===== src/rtl/eth_pkg.sv =====
// Shared types and constants for the MII transmit MAC stage.
// Covers the frame FSM state set, the frame constants and the length clamp.
package eth_pkg;

   typedef enum logic [2:0] {
      ST_IDLE,
      ST_PRE,
      ST_DATA,
      ST_PAD,
      ST_FCS,
      ST_IFG
   } tx_state_e;

   localparam int unsigned PREAMBLE_NIB = 16;
   localparam int unsigned MIN_FRAME    = 60;
   localparam logic [31:0] CRC_INIT     = 32'hFFFFFFFF;
   localparam logic [31:0] CRC_POLY_R   = 32'hEDB88320;

   function automatic logic [15:0] clamp_len(input logic [15:0] len, input logic [15:0] mtu);
      return (len > mtu) ? mtu : len;
   endfunction

endpackage


===== src/rtl/eth_mii_tx_if.sv =====
// Bundles the start/length handshake, the transmit-buffer read port and the MII pins.
// master = controller/buffer side, slave = eth_mii_tx.
interface eth_mii_tx_if #(
   parameter int unsigned ADDR_W = 11
) ();

   logic              start;
   logic [15:0]       len;
   logic              busy;
   logic              done;
   logic [ADDR_W-1:0] buf_addr;
   logic [7:0]        buf_data;
   logic              nib_stb;
   logic [3:0]        mii_txd;
   logic              mii_tx_en;

   modport master (
      output start, len, buf_data, nib_stb,
      input  busy, done, buf_addr, mii_txd, mii_tx_en
   );

   modport slave (
      input  start, len, buf_data, nib_stb,
      output busy, done, buf_addr, mii_txd, mii_tx_en
   );

endinterface


===== src/rtl/eth_crc32.sv =====
// Combinational CRC-32 update for one byte.
// Uses the reflected polynomial and processes the byte LSB first.
module eth_crc32
   import eth_pkg::*;
(
   input  logic [31:0] crc_in,
   input  logic [7:0]  d,
   output logic [31:0] crc_out
);

   logic [31:0] c;

   always_comb begin
      c = crc_in ^ {24'h000000, d};
      for (int unsigned i = 0; i < 8; i++) begin
         c = c[0] ? ((c >> 1) ^ CRC_POLY_R) : (c >> 1);
      end
      crc_out = c;
   end

endmodule


===== src/rtl/eth_mii_tx.sv =====
// MII transmit MAC: reads len bytes from the transmit buffer and sends preamble/SFD,
// payload, zero pad to 60 bytes and the FCS, then holds off for the inter-frame gap.
module eth_mii_tx
   import eth_pkg::*;
#(
   parameter int unsigned MTU     = 1536,
   parameter int unsigned ADDR_W  = 11,
   parameter int unsigned IFG_NIB = 24
) (
   input logic         clk,
   input logic         rst_n,
   eth_mii_tx_if.slave bus
);

   localparam logic [15:0] MTU_W    = 16'(MTU);
   localparam logic [15:0] MIN_W    = 16'(MIN_FRAME);
   localparam logic [4:0]  PRE_LAST = 5'(PREAMBLE_NIB - 1);
   localparam logic [4:0]  FCS_LAST = 5'd7;
   localparam logic [4:0]  IFG_LAST = 5'(IFG_NIB - 1);

   tx_state_e         state;
   logic [15:0]       len_q;
   logic [15:0]       byte_cnt;
   logic [15:0]       byte_nxt;
   logic [4:0]        nib_cnt;
   logic [31:0]       crc;
   logic [31:0]       crc_next;
   logic [31:0]       fcs;
   logic [7:0]        crc_byte;
   logic [3:0]        fcs_nib;
   logic [7:0]        hold;
   logic [3:0]        hi_q;
   logic [1:0]        rd_pipe;
   logic [ADDR_W-1:0] addr;
   logic [3:0]        txd;
   logic              tx_en;
   logic              busy;
   logic              done;

   always_comb begin
      crc_byte = (state == ST_DATA) ? hold : 8'h00;
      byte_nxt = byte_cnt + 16'd1;
      fcs      = ~crc;
      fcs_nib  = fcs[{nib_cnt[2:0], 2'b00} +: 4];
   end

   eth_crc32 u_crc (
      .crc_in  (crc),
      .d       (crc_byte),
      .crc_out (crc_next)
   );

   // rd_pipe tracks a buffer read in flight: address out, RAM registers, then capture.
   always_ff @(posedge clk or negedge rst_n) begin
      if (!rst_n) begin
         state    <= ST_IDLE;
         len_q    <= '0;
         byte_cnt <= '0;
         nib_cnt  <= '0;
         crc      <= CRC_INIT;
         hold     <= '0;
         hi_q     <= '0;
         rd_pipe  <= '0;
         addr     <= '0;
         txd      <= '0;
         tx_en    <= 1'b0;
         busy     <= 1'b0;
         done     <= 1'b0;
      end else begin
         done    <= 1'b0;
         rd_pipe <= {rd_pipe[0], 1'b0};
         if (rd_pipe[1]) hold <= bus.buf_data;

         case (state)
            ST_IDLE: begin
               if (bus.start) begin
                  len_q    <= clamp_len(bus.len, MTU_W);
                  byte_cnt <= '0;
                  nib_cnt  <= '0;
                  crc      <= CRC_INIT;
                  addr     <= '0;
                  rd_pipe  <= 2'b01;
                  busy     <= 1'b1;
                  state    <= ST_PRE;
               end
            end

            ST_PRE: begin
               if (bus.nib_stb) begin
                  tx_en   <= 1'b1;
                  txd     <= (nib_cnt == PRE_LAST) ? 4'hD : 4'h5;
                  nib_cnt <= nib_cnt + 5'd1;
                  if (nib_cnt == PRE_LAST) begin
                     nib_cnt <= '0;
                     state   <= (len_q == '0) ? ST_PAD : ST_DATA;
                  end
               end
            end

            // Low nibble consumes hold and launches the next byte's read; the high
            // nibble comes from hi_q so hold is free to be refilled meanwhile.
            ST_DATA: begin
               if (bus.nib_stb) begin
                  if (!nib_cnt[0]) begin
                     txd     <= hold[3:0];
                     hi_q    <= hold[7:4];
                     crc     <= crc_next;
                     nib_cnt <= 5'd1;
                     if (byte_nxt < len_q) begin
                        addr    <= addr + ADDR_W'(1);
                        rd_pipe <= 2'b01;
                     end
                  end else begin
                     txd      <= hi_q;
                     nib_cnt  <= '0;
                     byte_cnt <= byte_nxt;
                     if (byte_nxt == len_q) state <= (len_q < MIN_W) ? ST_PAD : ST_FCS;
                  end
               end
            end

            ST_PAD: begin
               if (bus.nib_stb) begin
                  txd <= 4'h0;
                  if (!nib_cnt[0]) begin
                     crc     <= crc_next;
                     nib_cnt <= 5'd1;
                  end else begin
                     nib_cnt  <= '0;
                     byte_cnt <= byte_nxt;
                     if (byte_nxt == MIN_W) state <= ST_FCS;
                  end
               end
            end

            ST_FCS: begin
               if (bus.nib_stb) begin
                  txd     <= fcs_nib;
                  nib_cnt <= nib_cnt + 5'd1;
                  if (nib_cnt == FCS_LAST) begin
                     nib_cnt <= '0;
                     state   <= ST_IFG;
                  end
               end
            end

            ST_IFG: begin
               if (bus.nib_stb) begin
                  tx_en   <= 1'b0;
                  txd     <= 4'h0;
                  nib_cnt <= nib_cnt + 5'd1;
                  if (nib_cnt == IFG_LAST) begin
                     nib_cnt <= '0;
                     done    <= 1'b1;
                     busy    <= 1'b0;
                     addr    <= '0;
                     state   <= ST_IDLE;
                  end
               end
            end

            default: state <= ST_IDLE;
         endcase
      end
   end

   assign bus.busy      = busy;
   assign bus.done      = done;
   assign bus.buf_addr  = addr;
   assign bus.mii_txd   = txd;
   assign bus.mii_tx_en = tx_en;

endmodule


===== src/flat_wrapper.sv =====
// flat-port wrapper written by rule: the top's interface ports become plain ports
module eth_mii_tx_flat import eth_pkg::*;
#(
   parameter int unsigned MTU     = 1536,
   parameter int unsigned ADDR_W  = 11,
   parameter int unsigned IFG_NIB = 24
)
  (clk, rst_n, bus_start, bus_len, bus_buf_data, bus_nib_stb, bus_busy, bus_done, bus_buf_addr, bus_mii_txd, bus_mii_tx_en);
  eth_mii_tx_if #(.ADDR_W(ADDR_W)) bus_i ();
  input logic clk;
  input logic rst_n;
  input wire logic [$bits(bus_i.start)-1:0] bus_start;
  input wire logic [$bits(bus_i.len)-1:0] bus_len;
  input wire logic [$bits(bus_i.buf_data)-1:0] bus_buf_data;
  input wire logic [$bits(bus_i.nib_stb)-1:0] bus_nib_stb;
  output wire logic [$bits(bus_i.busy)-1:0] bus_busy;
  output wire logic [$bits(bus_i.done)-1:0] bus_done;
  output wire logic [$bits(bus_i.buf_addr)-1:0] bus_buf_addr;
  output wire logic [$bits(bus_i.mii_txd)-1:0] bus_mii_txd;
  output wire logic [$bits(bus_i.mii_tx_en)-1:0] bus_mii_tx_en;
  assign bus_i.start = bus_start;
  assign bus_i.len = bus_len;
  assign bus_i.buf_data = bus_buf_data;
  assign bus_i.nib_stb = bus_nib_stb;
  assign bus_busy = bus_i.busy;
  assign bus_done = bus_i.done;
  assign bus_buf_addr = bus_i.buf_addr;
  assign bus_mii_txd = bus_i.mii_txd;
  assign bus_mii_tx_en = bus_i.mii_tx_en;
  eth_mii_tx #(.MTU(MTU), .ADDR_W(ADDR_W), .IFG_NIB(IFG_NIB)) u_core (.clk(clk), .rst_n(rst_n), .bus(bus_i));
endmodule

===== config.mk =====
export PLATFORM = sky130hd
export DESIGN_NAME = eth_mii_tx_flat
export DESIGN_NICKNAME = d
export VERILOG_FILES = /design/src/rtl/eth_pkg.sv /design/src/rtl/eth_mii_tx_if.sv /design/src/rtl/eth_crc32.sv /design/src/rtl/eth_mii_tx.sv /design/src/flat_wrapper.sv
export SDC_FILE = /design/constraint.sdc
export NUM_CORES = 1
export LEC_CHECK = 0
export BUFFER_PORTS_ARGS = -buffer_cell sky130_fd_sc_hd__buf_2
export CAP_MARGIN = 20
export CELL_PAD_IN_SITES_DETAIL_PLACEMENT = 0
export CELL_PAD_IN_SITES_GLOBAL_PLACEMENT = 1
export CORE_MARGIN = 5
export CORE_UTILIZATION = 25
export DETAILED_ROUTE_END_ITERATION = 7
export PLACE_DENSITY = 0.44
export SLEW_MARGIN = 25
export SYNTH_ARGS = -nofsm -noshare
export SYNTH_HDL_FRONTEND = slang
export SYNTH_SLANG_ARGS = --single-unit

===== constraint.sdc =====
create_clock -name clk -period 6.4 [get_ports clk]
set_clock_uncertainty 0.05 [all_clocks]
set_input_delay 1.92 -clock clk [delete_from_list [all_inputs] [get_ports clk]]
set_output_delay 1.92 -clock clk [all_outputs]
set_load 0.02 [all_outputs]

==> summary.md, run 1 <==
| Metric | Value |
|---|---|
| Worst Setup SP | `bus_nib_stb` |
| Net Switching | `1.588 mW` |
| Final setup viols | `0` |
| Drt total wl | `17630 um` |
| Number of antenna violations at the first check in global routing | `0` |
| Vias in the first global route | `4833` |
| Via-per-instance ratio | `4.737` |
| Cells after synthesis | `640` |
| Worst slew pin tran | `0.9268 ns` |
| Final instance area | `7348 um^2` |
| CP required | `6.62 ns` |
| HP Start | `u_core.bus.mii_tx_en$_DFFE_PN0P_` |
| Post-synth EDFFs | `0` |
| PortBufs | `45` |
| P_leak | `3.023 nW` |
| Prevailing post-synth register cell | `dfrtp_1` |
| Layout cells sized above 1 | `0.2237` |
| Antenna cells | `0` |
| Post-DP HPWL | `12640 um` |
| GP Congestion | `0.7478` |
| Top cells by count, synth | `72 x dfrtp_1, 62 x nor2_1, 53 x a21oi_1` |
| Crit Path Category | `in2reg` |
| Outcome | `finished, final reports clean` |
| Clk sinks | `104` |
| Area share of the leading cell type in the synthesized netlist | `0.2785` |
| Kind of end point of the critical path | `flop` |
| RSZ-0062 raised after global routing | `false` |
| DRT antenna net count | `0` |
| Avg WL per Cell | `17.54 um` |
| Worst Path Max Fanout | `15` |
| Longest Clk Path Bufs | `2` |
| Crit Reg-Reg Endpoint | `u_core.state[1]$_DFFE_PN0P_` |
| Root Driver | `clkbuf_16` |
| Gate power share | `0.534` |
| Final hold vios | `0` |
| Setup repair bufs after CTS | `0` |
| Reg power frac | `0.303` |
| Family with the most delay on the worst path | `simple AND/OR/NAND/NOR gates` |
| Cts repair resizes | `0` |
| Synth area leader | `dfrtp_1` |
| Critical path depth | `7` |
| Final nets | `720` |
| Cells on worst reg2reg path | `13` |
| Synthesis-stage register bit count | `104` |
| CP endpoint | `u_core.bus.buf_addr[8]$_DFFE_PN0P_` |
| Buf/Inv on CP | `1` |
| Die area | `29190 um^2` |
| Final std cells w/o fill | `1005` |
| # IOs | `46` |
| Worst-path cell chain | `buf_2 -> and3_1 -> a32oi_1 -> nor2_1 -> a21oi_1 -> or4_1 -> a21oi_1` |
| Row Count | `58` |
| Die Height | `170.9 um` |
| Seq/Total Area, Yosys | `0.4085` |
| H-tree depth | `3` |
| Worst VDD drop | `0.2069 mV` |
| FF-to-FF setup slack | `2.54 ns` |
| Post-Syn Area | `6469 um^2` |
| Final worst-path setup slack | `2.419 ns` |
| Placed inst area | `7023 um^2` |
| Pre-antenna DRT Iters | `4` |
| Maximum clock rate | `0.2512 GHz` |
| Relative slew slack | `0.3822` |
| Slowest cell on crit path | `nor2_1` |
| Area Growth Syn to Fin | `13.60%` |
| PD cells | `508.1 nW/um^2` |
| Clock-pin slew on the worst setup and hold paths | `0.08 ns` |
| Largest net degree at the start of global routing | `70` |
| Cell total after placement | `989` |
| Period minus WS final | `3.981 ns` |
| Slew Limit Fails | `0` |
| Pwr Total | `3.734 mW` |
| Core box area | `25330 um^2` |
| Synth top area cells | `dfrtp_1 28%, dfstp_2 13%, xnor2_1 5.4%` |
| Initial Utilization | `0.2554` |
| CP Data Arrival Time | `4.20 ns` |
| Clock Power Share | `0.163` |
| Fill cells | `2646` |
| Top-count cell post-synth | `dfrtp_1` |
| Worst flop-to-flop path startpoint | `u_core.byte_cnt[0]$_DFFE_PN0P_` |
| CTS tree | `done` |
| Clk Latency, worst-skew pair | `0.35 ns` |
| Maximum Capacitance Violations | `0` |
| Post-synth cell types | `62` |
| Syn_nets | `690` |
| Setup TNS Final | `0 ns` |
| HP Class | `reg2reg` |
| Synthesized area per cell | `10.11 um^2` |
| Grt ovf | `0` |
| CTS Hold Bufs | `0` |
| # DRC | `0` |
| First-pass GRT wire length | `28400 um` |
| CP max stage delay | `0.65 ns` |
| Period Utilization, post-route | `0.6220` |
| Via Count | `4761` |
| Die width | `170.9 um` |
| Dpl ws | `1.990 ns` |
| Yosys warnings | `0` |
| Starting DRT DRC Count | `251` |
| Sw Ratio | `0.4252` |
| CP dominant cell by count | `a21oi_1` |
| Worst setup SP type | `input pin` |
| Inserted Clock Buffers | `9` |
| GRT Total Usage | `0.1244` |
| Synth async-reset ratio | `1.000` |
| Design internal power | `2.146 mW` |
==> flip-flops by register name, summed over array words and instances (netlist names), 2 cells and up <==
name and cells:
u_core.crc 32, u_core.rd_pipe 2, u_core.len_q 16, u_core.bus.buf_addr 11
u_core.hi_q 4, u_core.state 3, u_core.hold 8, u_core.byte_cnt 16
u_core.bus.mii_txd 4, u_core.nib_cnt 5
==> placed cells by master, fill, tap and decap left out, types with 7 or more instances in the layout <==
cell type,n
nand2_1,37
a22o_1,17
nor2_1,62
o31ai_1,10
nor3_1,8
inv_1,29
o21ai_0,33
nand4_1,10
or4_1,7
xor2_1,30
xnor2_1,40
dfrtp_1,72
mux2_2,15
and3_1,13
nor2b_1,7
mux4_2,8
mux2i_1,7
a21oi_1,53
dfstp_2,32
nand3_1,16
buf_2,44
xnor2_2,8
clkbuf_16,9
ha_1,22
==> cell type report <==
class | instances | area [um^2] | area share
multi-input cells | 477 | 3608 | 0.4911
well taps | 330 | 412.9 | 0.05619
clock inverters | 5 | 81.33 | 0.01107
clock buffers | 11 | 232.7 | 0.03167
repair buffers | 49 | 261.5 | 0.03559
flip-flops and latches | 104 | 2643 | 0.3596
inverters | 29 | 108.9 | 0.01481
==> cell families after synthesis <==
group | share of synthesized area
AOI/OAI and AO/OA | 0.1329
DFF | 0.4085
xor gates and xnor gates | 0.1573
and+or+nand+nor | 0.1588
buffers and inverters | 0.03520
adders and majority gates | 0.04255
muxes | 0.06480
==> how the worst min path moves through the flow <==
| stage | endpoint | cells after the start | slack, ns |
|---|---|---|---|
| 2_1_floorplan | u_core.rd_pipe[1]$_DFF_PN0_ | 1 | 0.40 |
| 3_3_place_gp | u_core.bus.mii_tx_en$_DFFE_PN0P_ | 2 | 0.41 |
| 3_5_place_dp | u_core.bus.mii_tx_en$_DFFE_PN0P_ | 2 | 0.42 |
| 4_1_cts | u_core.bus.mii_tx_en$_DFFE_PN0P_ | 2 | 0.44 |
| 5_1_grt | u_core.bus.mii_tx_en$_DFFE_PN0P_ | 2 | 0.46 |
| 6_report | u_core.bus.mii_tx_en$_DFFE_PN0P_ | 2 | 0.43 |
==> per-layer routing <==
layer / routed length [um] / GRT usage / vias up
li1: - / - / 2322
met3: 422 / 0.01409 / 10
met1: 9007 / 0.1817 / 2382
met5: 0 / 0 / -
met2: 7986 / 0.1941 / 47
met4: 211 / 0.03720 / 0
==> per-stage QoR <==
stage,utilization,hold WS [ns]
4_1_cts,0.2897,0.4397
3_5_place_dp,0.2773,0.4234
5_1_grt,0.2901,0.4611
2_1_floorplan,-,0.4013
6_report,0.2901,0.4280
3_3_place_gp,0.2772,0.4136
==> worst min-delay path, stage by stage, from the launching register on <==
cell and delay (ns):
dfrtp_1 0.34, nand2_1 0.04, o21ai_0 0.06
==> power by group through the flow <==
stage / Sequential, mW / Combinational (mW) / Clock [mW]
CTS: 1.14 / 2.03 / 0.633
global placement: 1.14 / 2.03 / 0
finish: 1.13 / 1.99 / 0.610
detailed placement: 1.15 / 2.01 / 0
global route: 1.17 / 2.20 / 0.659
floorplan: 1.05 / 1.63 / 0
No activity file was read; power rests on OpenSTA's default activity.
==> run 2, diff against run 1 <==
--- a/config.mk
+++ b/config.mk
@@ -12,7 +12,7 @@
 export CORE_MARGIN = 5
 export CORE_UTILIZATION = 25
 export DETAILED_ROUTE_END_ITERATION = 7
-export PLACE_DENSITY = 0.44
+export PLACE_DENSITY = 0.46
 export SLEW_MARGIN = 25
 export SYNTH_ARGS = -nofsm -noshare
 export SYNTH_HDL_FRONTEND = slang
==> constraint.sdc (replaced) <==
create_clock -name clk -period 3.4 [get_ports clk]
set_clock_uncertainty 0.05 [all_clocks]
set_input_delay 1.02 -clock clk [delete_from_list [all_inputs] [get_ports clk]]
set_output_delay 1.02 -clock clk [all_outputs]
set_load 0.02 [all_outputs]
==> run 2 against run 1 <==
Via count increased by 4.9%. Wire length up 2.7%. Non-clock buffer count increased by 48. Combinational power is 100% higher. Utilization increased by 1.9 points. Final area increased by 6.6%. Register-to-register slack worse by 2.4 ns. Power increased by 93%. Sequential share of layout area down 2.2 points. Critical path type is now reg2reg. Clock-buffer cell count shrank 1. Clock power up 82%. Largest power group unchanged.
==> summary.md, run 2 (same netlist as run 1, synthesis figures left out) <==
| Metric | Value |
|---|---|
| Final nets | `768 (was 720)` |
| Commonest non-fill, non-tap cells in the layout | `72 x dfrtp_1, 60 x nor2_1, 51 x a21oi_1, 51 x buf_4, 44 x buf_2 (was 72 x dfrtp_1, 62 x nor2_1, 53 x a21oi_1, 44 x buf_2, 40 x xnor2_1)` |
| Relative slew slack | `0.5820 (was 0.3822)` |
| Period minus WS final | `3.250 ns` |
| Pre-antenna DRT Iters | `5 (was 4)` |
| Die width | `170.9 um (unchanged)` |
| Area Growth Syn to Fin | `21.10% (was 13.60%)` |
| Avg WL per Cell | `17.19 um (was 17.54 um)` |
| Kind of end point of the critical path | `flop (unchanged)` |
| Via-per-instance ratio | `4.743 (was 4.737)` |
| Starting DRT DRC Count | `240 (was 251)` |
| Most common cell after layout, fill and taps aside | `dfrtp_1 (unchanged)` |
| Cells on worst reg2reg path | `12 (was 13)` |
| PortBufs | `45 (unchanged)` |
| Worst setup SP type | `flop (was input pin)` |
| CTS Hold Bufs | `0 (unchanged)` |
| Final setup viols | `0 (unchanged)` |
| P_leak | `3.323 nW (was 3.023 nW)` |
| Number of antenna violations at the first check in global routing | `0 (unchanged)` |
| Pwr Total | `7.201 mW (was 3.734 mW)` |
| GP Congestion | `0.8154 (was 0.7478)` |
| PD cells | `919.3 nW/um^2 (was 508.1 nW/um^2)` |
| Final hold vios | `0 (unchanged)` |
| Slew Limit Fails | `0 (unchanged)` |
| CP required | `3.64 ns (was 6.62 ns)` |
| Worst slew pin tran | `0.6250 ns (was 0.9268 ns)` |
| Inserted Clock Buffers | `9 (unchanged)` |
| Dpl ws | `-0.01091 ns (was 1.990 ns)` |
| Max reg flops | `32 (unchanged)` |
| DRT antenna net count | `0 (unchanged)` |
| GRT Total Usage | `0.1285 (was 0.1244)` |
| Clock-pin slew on the worst setup and hold paths | `0.08 ns (about the same)` |
| Core box area | `25330 um^2 (unchanged)` |
| Biggest register | `u_core.crc (unchanged)` |
| Crit Path Category | `reg2reg (was in2reg)` |
| Outcome | `finished, final reports clean (unchanged)` |
| Row Count | `58 (unchanged)` |
| H-tree depth | `3 (unchanged)` |
| Hold Crit Depth | `2 (unchanged)` |
| Die Height | `170.9 um (unchanged)` |
| Maximum clock rate | `0.3077 GHz` |
| CP Data Arrival Time | `3.49 ns (was 4.20 ns)` |
| Largest net degree at the start of global routing | `62 (was 70)` |
| First-pass GRT wire length | `29550 um (was 28400 um)` |
| Worst VDD drop | `0.3561 mV (was 0.2069 mV)` |
| Grt ovf | `0 (unchanged)` |
| Post-DP HPWL | `13330 um (was 12640 um)` |
| Die area | `29190 um^2 (unchanged)` |
| Vias in the first global route | `5018 (was 4833)` |
| HP Class | `reg2reg (unchanged)` |
| Drt total wl | `18100 um (was 17630 um)` |
| # IOs | `46 (unchanged)` |
| Longest Clk Path Bufs | `2 (unchanged)` |
| Initial Utilization | `0.2554 (unchanged)` |
| Clk Latency, worst-skew pair | `0.35 ns (about the same)` |
| Antenna cells | `0 (unchanged)` |
| Worst Path Max Fanout | `15 (unchanged)` |
| Period Utilization, post-route | `0.9559` |
| HP Start | `u_core.bus.mii_tx_en$_DFFE_PN0P_ (unchanged)` |
| Root Driver | `clkbuf_16 (unchanged)` |
| CTS tree | `done (unchanged)` |
| Worst flop-to-flop path startpoint | `u_core.byte_cnt[0]$_DFFE_PN0P_ (unchanged)` |
| Top Registers | `u_core.crc: 32 flops, u_core.byte_cnt: 16 flops, u_core.len_q: 16 flops (unchanged)` |
| WHS | `0.4248 ns (was 0.4280 ns)` |
| Final worst-path setup slack | `0.1499 ns (was 2.419 ns)` |
| Clk sinks | `104 (unchanged)` |
| # DRC | `0 (unchanged)` |
| Maximum Capacitance Violations | `0 (unchanged)` |
| Worst Setup SP | `u_core.byte_cnt[0]$_DFFE_PN0P_ (was bus_nib_stb)` |
| Via Count | `4994 (was 4761)` |
| Layout cells sized above 1 | `0.3001 (was 0.2237)` |
[run 2: changes by cell type in the layout (fill, tap and decap cells not counted), sizes merged]
cell	previous run	this run
clkbuf	11	10
bufinv	2	1
buf	49	97
inv	29	31
[run 2: path summary, 6_finish.rpt]
check	to	slack (ns)
max reg2reg	u_core.bus.buf_addr[7]$_DFFE_PN0P_	0.15
max	u_core.bus.buf_addr[7]$_DFFE_PN0P_	0.15
min reg2reg	u_core.bus.mii_tx_en$_DFFE_PN0P_	0.42
max in group asynchronous	u_core.nib_cnt[3]$_DFFE_PN0P_	2.16
min	u_core.bus.mii_tx_en$_DFFE_PN0P_	0.42
min in group asynchronous	u_core.byte_cnt[3]$_DFFE_PN0P_	0.47
[run 2: routing by layer]
layer	GRT usage	share of wire
met1	0.1866	0.49
met2	0.1989	0.46
met3	0.01502	0.023
met4	0.04375	0.019
met5	0	0
[run 2: where the power goes]
part / total [mW] / internal, mW / switching (mW) / leakage [nW]
registers: 2.03 / 1.68 / 0.354 / 1.28
logic: 4.06 / 1.88 / 2.18 / 1.89
clock network: 1.11 / 0.597 / 0.512 / 0.148
total: 7.20 / 4.15 / 3.05 / 3.32
[run 2: final cells by class]
type | count | area, um^2
clock inverter | 6 | 66.31
timing repair buffer | 97 | 643.1
tap | 330 | 412.9
fill | 2626 | 17490
multi-input combinational | 477 | 3721
inverter | 29 | 108.9
sequential | 104 | 2643
clock buffer | 10 | 239.0
[run 2: timing repair]
action	4_1_cts	5_1_grt
hold endpoints to repair	0	0
endpoints found under the setup margin	2	11
buffers inserted	0	4
gates resized for setup	1	22
pin swaps	0	6
[run 2: stage by stage]
stage / util / instance area [um^2] / TNS (ns) / instances
2_1_floorplan: - / 6469 / 0 / 640
3_3_place_gp: 0.2912 / 7376 / 0 / 1033
3_5_place_dp: 0.2912 / 7376 / -0.01765 / 1033
4_1_cts: 0.3035 / 7686 / 0 / 1049
5_1_grt: 0.3093 / 7834 / -0.09759 / 1053
6_report: 0.3093 / 7834 / 0 / 1053
[run 2: critical path: stages, from the launching register on]
cell and delay [ns]:
dfrtp_1 0.38, nand4_1 0.21, buf_4 0.21, nor4_4 0.31
xor2_1 0.24, ha_1 0.28, a21oi_1 0.14, nor2b_1 0.06
o21ai_1 0.28, a41oi_2 0.19, buf_12 0.18, or4_1 0.50
a21oi_1 0.15
